## src/rtl/rgb_pwm_fader.sv

```systemverilog
// rgb_pwm_fader: three-channel PWM generator for the RGB LED current driver.
// It accepts a target colour over valid/ready and either jumps straight to it
// or fades each channel one LSB per fade step. New duties are latched only at
// PWM period boundaries, so a period in progress is never cut short.
// Optional build macro RGB_PWM_GAMMA_EN inserts a quadratic gamma map between
// the current colour and the PWM comparator.
module rgb_pwm_fader #(
    parameter int PWM_W    = 8,
    parameter int PRESCALE = 4,
    parameter int FADE_DIV = 65536
) (
    input  logic             clk,
    input  logic             rst_n,
    input  logic             cfg_valid,
    output logic             cfg_ready,
    input  logic [PWM_W-1:0] cfg_r,
    input  logic [PWM_W-1:0] cfg_g,
    input  logic [PWM_W-1:0] cfg_b,
    input  logic             cfg_fade,
    output logic             busy,
    output logic             pwm_red,
    output logic             pwm_green,
    output logic             pwm_blue
);

    localparam int PS_W = (PRESCALE > 1) ? $clog2(PRESCALE) : 1;
    localparam int FD_W = (FADE_DIV > 1) ? $clog2(FADE_DIV) : 1;

    localparam logic [PS_W-1:0]  PS_MAX  = PS_W'(PRESCALE - 1);
    localparam logic [PS_W-1:0]  PS_ONE  = PS_W'(1);
    localparam logic [FD_W-1:0]  FD_MAX  = FD_W'(FADE_DIV - 1);
    localparam logic [FD_W-1:0]  FD_ONE  = FD_W'(1);
    localparam logic [PWM_W-1:0] CNT_MAX = {PWM_W{1'b1}};
    localparam logic [PWM_W-1:0] CNT_ONE = PWM_W'(1);

    typedef enum logic [0:0] {
        ST_IDLE = 1'b0,
        ST_FADE = 1'b1
    } state_e;

    state_e           state_q;
    logic [PS_W-1:0]  presc_q;
    logic [PWM_W-1:0] pwm_cnt_q;
    logic [FD_W-1:0]  fade_tmr_q;
    logic [PWM_W-1:0] cur_r_q, cur_g_q, cur_b_q;
    logic [PWM_W-1:0] tgt_r_q, tgt_g_q, tgt_b_q;
    logic [PWM_W-1:0] act_r_q, act_g_q, act_b_q;
    logic [PWM_W-1:0] cur_r_d, cur_g_d, cur_b_d;
    logic             busy_q, cfg_ready_q;
    logic             pwm_red_q, pwm_green_q, pwm_blue_q;
    logic             tick_s, period_end_s, fade_wrap_s, fade_done_s;

    // Move one LSB toward the target; saturates naturally because it never passes tgt.
    function automatic logic [PWM_W-1:0] step_toward(input logic [PWM_W-1:0] cur,
                                                     input logic [PWM_W-1:0] tgt);
        if (cur < tgt) begin
            return cur + CNT_ONE;
        end else if (cur > tgt) begin
            return cur - CNT_ONE;
        end else begin
            return cur;
        end
    endfunction

    // Colour-to-duty map: identity, or rounded-up square law when gamma is built in.
    function automatic logic [PWM_W-1:0] duty_map(input logic [PWM_W-1:0] c);
`ifdef RGB_PWM_GAMMA_EN
        logic [2*PWM_W-1:0] sq;
        sq = ({{PWM_W{1'b0}}, c} * {{PWM_W{1'b0}}, c}) + {{PWM_W{1'b0}}, CNT_MAX};
        return sq[2*PWM_W-1:PWM_W];
`else
        return c;
`endif
    endfunction

    // Timing strobes and next colour for a fade step.
    always_comb begin
        tick_s       = (presc_q == PS_MAX);
        period_end_s = tick_s && (pwm_cnt_q == CNT_MAX);
        fade_wrap_s  = (fade_tmr_q == FD_MAX);
        cur_r_d      = step_toward(cur_r_q, tgt_r_q);
        cur_g_d      = step_toward(cur_g_q, tgt_g_q);
        cur_b_d      = step_toward(cur_b_q, tgt_b_q);
        fade_done_s  = (cur_r_d == tgt_r_q) && (cur_g_d == tgt_g_q) && (cur_b_d == tgt_b_q);
    end

    // Prescaler and free-running PWM period counter.
    always_ff @(posedge clk or negedge rst_n) begin
        if (!rst_n) begin
            presc_q   <= '0;
            pwm_cnt_q <= '0;
        end else if (tick_s) begin
            presc_q   <= '0;
            pwm_cnt_q <= pwm_cnt_q + CNT_ONE;
        end else begin
            presc_q   <= presc_q + PS_ONE;
        end
    end

    // Request handshake, fade stepping and registered status flags.
    always_ff @(posedge clk or negedge rst_n) begin
        if (!rst_n) begin
            state_q     <= ST_IDLE;
            fade_tmr_q  <= '0;
            cur_r_q     <= '0;
            cur_g_q     <= '0;
            cur_b_q     <= '0;
            tgt_r_q     <= '0;
            tgt_g_q     <= '0;
            tgt_b_q     <= '0;
            busy_q      <= 1'b0;
            cfg_ready_q <= 1'b1;
        end else begin
            case (state_q)
                ST_IDLE: begin
                    if (cfg_valid && cfg_ready_q) begin
                        tgt_r_q <= cfg_r;
                        tgt_g_q <= cfg_g;
                        tgt_b_q <= cfg_b;
                        if (!cfg_fade) begin
                            cur_r_q <= cfg_r;
                            cur_g_q <= cfg_g;
                            cur_b_q <= cfg_b;
                        end else if ({cfg_r, cfg_g, cfg_b} != {cur_r_q, cur_g_q, cur_b_q}) begin
                            state_q     <= ST_FADE;
                            fade_tmr_q  <= '0;
                            busy_q      <= 1'b1;
                            cfg_ready_q <= 1'b0;
                        end else begin
                            state_q     <= ST_IDLE;
                        end
                    end else begin
                        state_q <= ST_IDLE;
                    end
                end
                ST_FADE: begin
                    if (fade_wrap_s) begin
                        fade_tmr_q <= '0;
                        cur_r_q    <= cur_r_d;
                        cur_g_q    <= cur_g_d;
                        cur_b_q    <= cur_b_d;
                        if (fade_done_s) begin
                            state_q     <= ST_IDLE;
                            busy_q      <= 1'b0;
                            cfg_ready_q <= 1'b1;
                        end else begin
                            state_q     <= ST_FADE;
                        end
                    end else begin
                        fade_tmr_q <= fade_tmr_q + FD_ONE;
                    end
                end
                default: begin
                    state_q     <= ST_IDLE;
                    busy_q      <= 1'b0;
                    cfg_ready_q <= 1'b1;
                end
            endcase
        end
    end

    // Latch duties at period end (pre-step colour) and drive the registered pins.
    always_ff @(posedge clk or negedge rst_n) begin
        if (!rst_n) begin
            act_r_q     <= '0;
            act_g_q     <= '0;
            act_b_q     <= '0;
            pwm_red_q   <= 1'b0;
            pwm_green_q <= 1'b0;
            pwm_blue_q  <= 1'b0;
        end else begin
            if (period_end_s) begin
                act_r_q <= duty_map(cur_r_q);
                act_g_q <= duty_map(cur_g_q);
                act_b_q <= duty_map(cur_b_q);
            end
            pwm_red_q   <= (pwm_cnt_q < act_r_q);
            pwm_green_q <= (pwm_cnt_q < act_g_q);
            pwm_blue_q  <= (pwm_cnt_q < act_b_q);
        end
    end

    assign cfg_ready = cfg_ready_q;
    assign busy      = busy_q;
    assign pwm_red   = pwm_red_q;
    assign pwm_green = pwm_green_q;
    assign pwm_blue  = pwm_blue_q;

endmodule

```

## config.mk

```make
export PLATFORM = sky130hd
export DESIGN_NAME = rgb_pwm_fader
export DESIGN_NICKNAME = d
export VERILOG_FILES = /design/src/rtl/rgb_pwm_fader.sv
export SDC_FILE = /design/constraint.sdc
export NUM_CORES = 1
export LEC_CHECK = 0
export ABC_AREA = 1
export CORE_MARGIN = 5
export CORE_UTILIZATION = 60
export DETAILED_ROUTE_END_ITERATION = 8
export GPL_ROUTABILITY_DRIVEN = 0
export HOLD_SLACK_MARGIN = 0.03
export PLACE_DENSITY = 0.79
export SLEW_MARGIN = 20
export SYNTH_ARGS = -nofsm -noshare
export SYNTH_HDL_FRONTEND = slang
export SYNTH_SLANG_ARGS = --single-unit
```

## constraint.sdc

```tcl
create_clock -name clk -period 5.02 [get_ports clk]
set_input_delay 0.753 -clock clk [delete_from_list [all_inputs] [get_ports clk]]
set_output_delay 0.753 -clock clk [all_outputs]
set_load 0.05 [all_outputs]
```

Word-level counts from Yosys, hierarchy flattened
Cells that the tools add are included.
Widths: inputs -> output; s select.
{"block": "classes", "add_sub_neg": 9, "n_lt_le_gt_ge": 9, "eq_ne": 13, "n_mux": 42, "bitwise_logic": 1, "n_reduce_logical": 8}
{"op": "$mux 8", "count": 15}
{"op": "$mux 16", "count": 4}
{"op": "$lt 8x8->1", "count": 6}
{"op": "$pmux 8 s2", "count": 3}
{"op": "$add 8x1->8 const B", "count": 4}
{"op": "$pmux 16 s2", "count": 1}
{"op": "$eq 8x8->1", "count": 3}
{"op": "$gt 8x8->1", "count": 3}
{"op": "$ne 24x24->1", "count": 1}
{"op": "$sub 8x1->8 const B", "count": 3}
{"op": "$add 16x1->16 const B", "count": 1}
{"op": "$eq 16x16->1 const B", "count": 1}
{"op": "$mux 1", "count": 15}
{"op": "$eq 8x8->1 const B", "count": 1}
{"op": "$ne 2x2->1 const B", "count": 4}
{"op": "$pmux 1 s2", "count": 3}
{"op": "$reduce_and 3->1", "count": 2}
{"op": "$reduce_and 5->1", "count": 1}
{"op": "$logic_and 1x1->1", "count": 4}
{"op": "$ne 2x1->1 const B", "count": 2}
{"op": "$add 2x1->2 const B", "count": 1}
{"op": "$eq 2x2->1 const B", "count": 1}
{"op": "$mux 2", "count": 1}
{"op": "$reduce_and 2->1", "count": 1}
{"op": "$not 1->1", "count": 1}
{"block": "word_totals", "ff_bits": 104, "input_bits": 28, "output_inout_bits": 5}

Depth between registers and ports, before layout
Gate-level depths: netlist of the first run.
{"block": "logic_depth", "depth_word": 9, "ltp_mapped": 21}

Worst setup path before layout of the first run
Ideal clock, no wire load.
{"block": "synth_timing", "kind": "register -> register", "from": "reg cur_b_q[5]", "to": "reg state_q", "t_arrival_ps": 1958, "required_ps": 4898, "path_slack_ps": 2941, "stages_incl_launch_ff": 17, "path_buffers": 1, "path_cell_list": "dfrtp_1 ha_1 a21oi_2 nor2_2 nor2_4 nand2_4 buf_6 nand3b_1 nand2_1 nand2_1 nand2_1 nand2_1 o21ai_0 nor2_1 nand3_1 nor2_2 nor2_1"}
{"block": "synth_via", "elab_chain_cells": 8, "word_cells_on_any_way": 15, "cone_classes": "2 x add/sub; 2 x order compare; 2 x eq/ne; 8 x mux; 1 x reduce/logical"}
{"element": "start: declaration", "line": "45", "source": "logic [PWM_W-1:0] cur_r_q, cur_g_q, cur_b_q;"}
{"element": "start signal: assignment", "line": "123", "source": "cur_b_q <= cfg_b;"}
{"element": "start signal: assignment", "line": "141", "source": "cur_b_q <= cur_b_d;"}
{"element": "$sub 8x1->8 or $gt 8x8->1 (tied branches)", "line": "59, 58"}
{"element": "$mux 8", "line": "58", "source": "end else if (cur > tgt) begin"}
{"element": "$mux 8", "line": "56", "source": "if (cur < tgt) begin"}
{"element": "$eq 8x8->1", "line": "84", "source": "fade_done_s = (cur_r_d == tgt_r_q) && (cur_g_d == tgt_g_q) && (cur_b_d == tgt_b_q);"}
{"element": "$logic_and 1x1->1", "line": "84"}
{"element": "$mux 1", "line": "142", "source": "if (fade_done_s) begin"}
{"element": "$mux 1", "line": "137", "source": "if (fade_wrap_s) begin"}
{"element": "$pmux 1 s2 (*)", "line": "114", "source": "case (state_q)"}
{"element": "end signal: assignment", "line": "125", "source": "state_q <= ST_FADE;"}
{"element": "end signal: assignment", "line": "143", "source": "state_q <= ST_IDLE;"}
{"element": "end signal: assignment", "line": "147", "source": "state_q <= ST_FADE;"}
{"element": "end: declaration", "line": "41", "source": "state_e state_q;"}
Every way passes the cells marked *; elsewhere a longest branch is shown, timed or not.
A chain may end at the register's enable or synchronous reset.

Worst setup path in the final report of the first run
{"block": "layout_timing", "from": "in cfg_valid", "to": "reg cur_r_q[0]"}
{"block": "layout_via", "elab_chain_cells": 3}
{"element": "start: declaration", "line": "14", "source": "input logic cfg_valid,"}
{"element": "$logic_and 1x1->1", "line": "116", "source": "if (cfg_valid && cfg_ready_q) begin"}
{"element": "$ne 2x2->1 (no source line)"}
{"element": "$reduce_and 3->1 (no source line)"}
{"element": "end signal: assignment", "line": "121", "source": "cur_r_q <= cfg_r;"}
{"element": "end signal: assignment", "line": "139", "source": "cur_r_q <= cur_r_d;"}
{"element": "end: declaration", "line": "45"}
Every way passes these cells.

==> reports/results.txt, run 1 <==
Timing would allow up to 328.7 MHz. Setup total negative slack on the finished layout was measured at 0 ns. The routed design could run at a clock period as short as 3.042 ns.

The min-delay analysis places its worst path in the category flip-flop to flip-flop. In this run the power density over the cells is 218.3 nW/µm². At the worst endpoint, the required time is 5.25 ns. Synthesis inferred 104 register bits. The analysis attributes to cell leakage a power of 3.884 nW.

In the routed layout, each cell is associated on average with a via count of 5.619. The overall fraction of global-route tracks in use is 25.73%. Across the routed clock network, the largest skew measured is 0.01082 ns. The synthesized netlist occupies a cell area of 7208 µm².

The number of different library cells used by synthesis comes to 39. For the pin with the worst max-slew slack, the measured transition is 0.7707 ns. For the number of max-slew violations in the final report, the log shows 0.

Entering global routing, the biggest net connects 61 pins. Clock-pin slew was measured on the worst setup and hold paths at 0.07 ns. CTS built an H-tree with a depth of 3. Cell chosen for the clock root: sky130_fd_sc_hd__clkbuf_16. For the worst max-slew margin expressed relative to the limit, the log shows 48.62%.

The tools report the buffers inserted during post-CTS setup optimization as 0. During synthesis, Yosys emitted a total of 0 warnings. The net count of the finished layout is 1102. The floorplan step defined a die boundary enclosing 14310 µm². The initial standard-cell utilization of the core is 60.51%, and the clock latency at the later pin of the worst-skew pair is 0.36 ns.

The buffer depth of the longest clock path is 2. The die boundary height came out at 119.6 µm. Nature of the critical path endpoint: a flip-flop. The post-synthesis sequential area ratio is 36.12%. Setup repair after global routing left no endpoint under its margin. The tools report the cell count after synthesis as 996.

After detailed routing, the average wire length per cell comes to 15.10 µm. The iteration count of the initial detailed-routing pass was 5; the violation count after the first detailed-routing iteration was 587. The flow ran to the end, and the final reports show no timing, DRC or antenna violations. Counting flops with a built-in enable in the synthesized netlist gives 0. Row generation in the floorplan step produced 40 rows. The number of antenna diodes in the final layout is 0. Of the available clock period, the critical path in the final layout requires 60.60%.

Kind of critical path: input pin to flip-flop. Compared with the post-synthesis result, the final layout area differs by 9.981%. The core region is 11910 µm².

Post-CTS repair changed the size of 0 cells. The number of antenna violations at the first check in global routing is 0. TritonCTS built the clock tree. In the synthesized netlist the async set-or-reset flop fraction comes to 100.0%. Max-cap violations in this run came to 0. The run gives 6087 as the via count of the first global-routing pass. Summing all placed instances gives a cell area of 7641 µm². For the worst setup path, the data arrival time is 3.28 ns.

The number of buffer cells added on primary ports was 32. The most used flip-flop cell after synthesis is sky130_fd_sc_hd__dfrtp_1. Across the VDD grid, the largest voltage drop is 0.0002457 V. Counting every net in the synthesized netlist gives 1078. In the routed design, unresolved DRC markers number 0.

Detailed placement finished with a half-perimeter wire length of 12.85 mm. Number of hold buffers added after cts: 0. Setup violations remaining at the end of the flow were counted as 0. The run gives 6574 as the via count. Global routing finished with a remaining overflow of 0. The average size of a mapped cell came out at 7.237 µm². TritonCTS created 9 clock buffers. The floorplan step set the die width to 119.6 µm. The nature of the critical path startpoint was an input pin.

The fraction of layout instances using a drive strength above 1 works out to 6.256%. The total length of routed wires was 17.67 mm. The run gives 0 as the number of failing hold endpoints at the final stage. The boundary pin count was 33; the highest net fanout along the worst path was 47. The count of nets left with antenna violations once routing finished came out at 0. The first global-routing pass estimated 29.50 mm of wire. The area of all placed cells without fillers came out at 7928 µm².

Clock sink total: 104.
flip-flops by register name (all words and copies together) (netlist names), 2 cells and up:
| name | cells |
|---|---|
| act_b_q | 8 |
| cur_b_q | 8 |
| act_r_q | 8 |
| tgt_g_q | 8 |
| tgt_r_q | 8 |
| act_g_q | 8 |
| cur_r_q | 8 |
| pwm_cnt_q | 8 |
| presc_q | 2 |
| cur_g_q | 8 |
| tgt_b_q | 8 |
| fade_tmr_q | 16 |
stage by stage:
step / total power, mW / setup slack [ns] / std cells / hold slack [ns] / util, %
global placement: 1.033 / 1.746 / 1156 / 0.4175 / 64.15
global route: 1.794 / 1.674 / 1170 / 0.4657 / 66.55
finish: 1.731 / 1.978 / 1170 / 0.4427 / 66.55
detailed placement: 1.035 / 1.625 / 1156 / 0.4246 / 64.15
floorplan: 0.9611 / 2.941 / 996 / 0.4031 / -
CTS: 1.738 / 1.991 / 1170 / 0.4421 / 66.55
cell usage after synthesis (4+ instances only):
| master | number | share of area, % |
|---|---|---|
| sky130_fd_sc_hd__nand2_2 | 9 | 0.78 |
| sky130_fd_sc_hd__inv_1 | 125 | 6.5 |
| sky130_fd_sc_hd__dfrtp_1 | 103 | 36 |
| sky130_fd_sc_hd__nor3_1 | 15 | 1.0 |
| sky130_fd_sc_hd__o211ai_1 | 4 | 0.42 |
| sky130_fd_sc_hd__o21ai_1 | 4 | 0.28 |
| sky130_fd_sc_hd__xnor2_1 | 10 | 1.2 |
| sky130_fd_sc_hd__o21ai_0 | 82 | 5.7 |
| sky130_fd_sc_hd__nor2_2 | 6 | 0.52 |
| sky130_fd_sc_hd__nor2_1 | 60 | 3.1 |
| sky130_fd_sc_hd__o22ai_1 | 23 | 2.0 |
| sky130_fd_sc_hd__or2_2 | 4 | 0.35 |
| sky130_fd_sc_hd__nand3_1 | 94 | 6.5 |
| sky130_fd_sc_hd__nand2_4 | 4 | 0.62 |
| sky130_fd_sc_hd__xor2_1 | 16 | 1.9 |
| sky130_fd_sc_hd__nand4_1 | 4 | 0.35 |
| sky130_fd_sc_hd__nand3b_1 | 6 | 0.62 |
| sky130_fd_sc_hd__clkbuf_1 | 16 | 0.83 |
| sky130_fd_sc_hd__nor2_4 | 4 | 0.62 |
| sky130_fd_sc_hd__nand2_1 | 257 | 13 |
| sky130_fd_sc_hd__ha_1 | 54 | 9.4 |
| sky130_fd_sc_hd__inv_2 | 5 | 0.26 |
| sky130_fd_sc_hd__a21oi_1 | 58 | 4.0 |
| sky130_fd_sc_hd__buf_2 | 6 | 0.42 |
layer usage:
layer | global-route usage (%) | share of wire (%)
met4 | 7.445 | 1.5
met3 | 4.807 | 5.9
met1 | 36.65 | 47
met5 | 0 | 0
met2 | 40.18 | 46
path summary, 6_finish.rpt:
kind / start / endpoint / slack [ns] / cells after the start
setup reg to reg: cfg_ready / cur_r_q[0] / 2.27 / 9
setup / recovery: cfg_valid / cur_r_q[0] / 1.98 / 10
max in group asynchronous: rst_n / cur_g_q[5] / 3.45 / 2
min in group asynchronous: rst_n / tgt_b_q[4] / 0.47 / 1
hold / removal: presc_q[0] / presc_q[0] / 0.44 / 1
hold reg to reg: presc_q[0] / presc_q[0] / 0.44 / 1
layout make-up:
cell class	instances	area, µm²
Clock buffer	11	242.7
Fill cell	1042	3984
Multi-Input combinational cell	735	3995
Inverter	132	495.5
Tap cell	147	183.9
Clock inverter	3	43.79
Sequential cell	104	2604
Timing Repair Buffer	38	362.8
where the power goes:
| part | internal [mW] | switching [mW] | leakage, nW |
|---|---|---|---|
| combinational | 0.0603 | 0.0969 | 2.53 |
| clock | 0.395 | 0.314 | 0.141 |
| sequential | 0.846 | 0.0175 | 1.21 |
| total | 1.30 | 0.428 | 3.88 |
critical path: stages:
cell and delay, ns:
sky130_fd_sc_hd__clkdlybuf4s50_1 0.45, sky130_fd_sc_hd__nand2_1 0.07, sky130_fd_sc_hd__nor2_2 0.08, sky130_fd_sc_hd__buf_4 0.40, sky130_fd_sc_hd__inv_1 0.15, sky130_fd_sc_hd__o21ai_2 0.61, sky130_fd_sc_hd__buf_4 0.41, sky130_fd_sc_hd__o21ai_0 0.15
sky130_fd_sc_hd__a21oi_1 0.14, sky130_fd_sc_hd__a21oi_1 0.05
layout by cell type, fill, tap and decap left out, drive strengths merged:
cell	instances
nand2	270
ha	54
a21o	3
or2	5
buf	7
nor3	16
xnor2	10
a32o	1
o22ai	23
nand3	97
clkdlybuf4s50	31
dfstp	1
a21oi	59
nor2	70
bufinv	1
clkinv	4
inv	130
nand4	4
nor4	3
clkbuf	11
a211oi	1
dfrtp	103
o21ai	89
o211ai	5
xor2	16
a21boi	3
nand3b	6
logic make-up (layout without fill, tap and decap cells):
| family | after synthesis | count (layout) | share of synthesized area [%] |
|---|---|---|---|
| AOI/OAI and AO/OA | 184 | 184 | 14.01 |
| xor gates and xnor gates | 26 | 26 | 3.159 |
| adders and majority gates | 54 | 54 | 9.373 |
| buffers and inverters | 157 | 184 | 8.488 |
| DFF | 104 | 104 | 36.12 |
| and+or+nand+nor | 471 | 471 | 28.85 |
(Power assumes the default switching activity.)
==> run 2, diff against run 1 <==
- clock period: 5.02 -> 2.9 ns (I/O delays scaled with it)
==> reports/results.txt, run 2 (synthesis results as in run 1) <==
The layout has 1033 filler cells. Internal power: 2.428 mW. Number of cells in the finished layout apart from fillers: 1178. The run finished with clean final reports.

At the later pin of the worst-skew pair, clock insertion delay measures 0.36 ns. The buffers inserted during post-CTS setup optimization is 0. For this run, the total global-route usage over all layers was measured as 25.48%.

For the worst flop-to-flop path, the logic depth is 20. In this run the standard cell core region covers 11910 µm². In the post-route analysis, the smallest setup slack over all paths is 0.3895 ns. Compared with the post-synthesis result, the final layout area differs by 11.58%. The number of placed cells counting well taps was 1162; the areal power density over the cells was 396.7 nW/µm². In this design, the stage delay of the slowest critical-path cell is 0.47 ns.

The die is 119.6 µm tall. Clock skew on the completed layout was measured at 0.01165 ns. STA classifies the critical path endpoint as a flip-flop. The most frequent standard cell in the layout excluding fill and tap cells is sky130_fd_sc_hd__nand2_1.

The run gives 2 as the buffer depth of the longest clock path. On the critical path, the stage with the largest delay is an instance of sky130_fd_sc_hd__dfrtp_1. After detailed routing, the average wire length per cell comes to 14.99 µm. Subtracting the final worst setup slack from the clock period gives 2.510 ns. Clock tree synthesis selected as its root buffer the cell sky130_fd_sc_hd__clkbuf_16.

The worst setup path is launched from a flip-flop. For this run, design rule violations remaining after detail routing come to 0. End of the critical path: state_q.

The worst pin sits at a relative slew slack of 55.30%. Summing all flip-flop and latch instances after layout gives 2604 µm². The number of max-slew violations in the final report came out at 0. Of the total power, the share spent switching nets is 23.90%. The number of failing hold endpoints at the final stage was 0; the final-stage net count was 1108.

The critical path is of the flip-flop to flip-flop type. The library cells used most frequently in the layout, excluding fill and tap cells, are sky130_fd_sc_hd__nand2_1 (257), sky130_fd_sc_hd__inv_1 (125), sky130_fd_sc_hd__dfrtp_1 (103). The iteration count of the initial detailed-routing pass was 5; the total length of routed wires was 17.66 mm. The run gives 29.53 mm as the first-pass GRT wire length. The clock sink total was 104. The tools report the end of the worst register-to-register path as state_q. Worst IR drop on VDD: 0.0005486 V.

The die is 119.6 µm wide. The top register by number of flip-flops is fade_tmr_q. The number of antenna violations at the first check in global routing came out at 0. The run gives 0 as the antenna diode count.

The run gives 40 as the row count. Setup repair after global routing left no endpoint under its margin. At the worst endpoint, the arrival time is 2.76 ns. For the total half-perimeter wirelength after legalization and detailed placement, the log shows 12.98 mm. The worst register-to-register path has a setup slack of 0.39 ns.

The number of vias per cell came out at 5.607. The final critical path takes up 86.57% of the cycle. At the pin with the least slew margin, the transition time is 0.6644 ns. Post-CTS repair changed the size of 0 cells.

The logs give 33 for the boundary pin count and 3995 µm² for the area occupied by multi-input gates. The power dissipated by switching net loads is 0.7627 mW. Final-layout setup total negative slack: 0 ns. The logs give 3.15 ns for the data required time at the worst endpoint and 6173 for the via count of the first global-routing pass. The tools report the sum of overflow across all layers after global routing as 0. By instance count, the cell type seen most on the critical path is sky130_fd_sc_hd__nand2_1.

The analysis attributes to cell leakage a power of 3.946 nW. Tracing the worst setup path back leads to its startpoint at cur_b_q[0]. Clock slew seen by the registers of the worst setup and hold paths: 0.08 ns. Max-cap violations in this run came to 0. Once detail routing completed, the nets flagged for antenna violations numbered 0. The worst register-to-register path begins at cur_b_q[0].

Counting the buffers created by CTS gives 9. The critical path goes through inv_2 -> ha_1 -> inv_1 -> nand2_1 -> nand2_1 -> nand2_1 -> nand2_1 -> nand2_2 -> nand2_4 -> inv_1 -> nand2_1 -> nand2_1 -> nand2_1 -> nand2_1 -> nand2_1 -> o21ai_0 -> nor2_1 -> nand3_1 -> nor2_2 -> nor2_1. The clock network is responsible for 44.4% of the overall power.

The worst min-delay path category is input pin to asynchronous set/reset pin. Of all nets on the critical path, the largest fanout is 14. The H-tree was split into 3 levels. TritonCTS built the clock tree. The tools report the sequential cell fraction of total power as 46.7%.

The die covers 14310 µm². The run gives 8.9% as the combinational cell fraction of total power. In this run, the number of DRC markers left after iteration 0 of detailed routing was 620. The tools report the pin count of the biggest net entering global routing as 49. Number of hold buffers added after cts: 0. The number of flip-flops under the largest register name is 16, and the via count is 6605.

Static timing analysis puts the maximum clock frequency at 398.3 MHz. The initial standard-cell utilization of the core came out at 60.51%. The tools report the pre-CTS worst setup slack as 0.2401 ns. The run gives 0 as the total of endpoints with negative setup slack in the final report.

The fraction of layout instances using a drive strength above 1 works out to 6.984%. Input and output buffers added on the ports amount to 32.
-- run 2: changes by cell type in the layout (fill, tap and decap cells not counted), sizes merged --
cell / delta
buf: +6
clkinv: -1
clkbuf: -1
bufinv: +2
inv: +2
-- run 2: worst min-delay path by stage --
stage                            end  slack [ns]  cells past startpoint        from
final                     cur_b_q[5]        0.09                      1       rst_n
after CTS                 cur_b_q[5]        0.12                      1       rst_n
after global routing      tgt_b_q[5]        0.14                      1       rst_n
after floorplan           act_b_q[0]        0.14                      0       rst_n
after detailed placement  presc_q[0]        0.43                      1  presc_q[0]
after global placement    presc_q[0]        0.41                      1  presc_q[0]
-- run 2: through the flow --
stage	utilization, %	instance area, µm²	total power, mW	hold WS [ns]
2_1_floorplan	-	7208	1.664	0.1394
3_3_place_gp	64.63	7699	1.794	0.4126
5_1_grt	67.52	8043	3.307	0.1422
6_report	67.52	8043	3.191	0.08638
4_1_cts	67.52	8043	3.213	0.1197
3_5_place_dp	64.63	7699	1.798	0.4274
-- run 2: per-layer routing --
metal	global-route usage, %	vias to the layer above	wire (µm)
li1	-	3329	-
met1	34.39	3049	7980
met2	42.06	201	8209
met3	4.665	26	1141
met4	7.373	0	327
met5	0	-	0
-- run 2: worst max-delay path: cells and delay by family, from the launching register on --
kind                       cells  cell delay (ns)
and+or+nand+nor               15             1.39
DFF                            1             0.47
buffers and inverters          3             0.28
adders and majority gates      1             0.21
AOI/OAI and AO/OA              1             0.07
-- run 2: area by class of cell --
class | instances | share of cell area (%)
Sequential cell | 104 | 32.37
Inverter | 132 | 6.161
Tap cell | 147 | 2.287
Timing Repair Buffer | 44 | 5.227
Multi-Input combinational cell | 735 | 49.67
Clock inverter | 6 | 1.431
Clock buffer | 10 | 2.847
-- run 2: power groups by stage --
stage / sequential [mW] / clock [mW] / combinational [mW]
floorplan: 1.51 / 0 / 0.152
detailed placement: 1.52 / 0 / 0.280
global placement: 1.52 / 0 / 0.277
finish: 1.49 / 1.42 / 0.283
CTS: 1.49 / 1.44 / 0.282
global route: 1.49 / 1.50 / 0.319
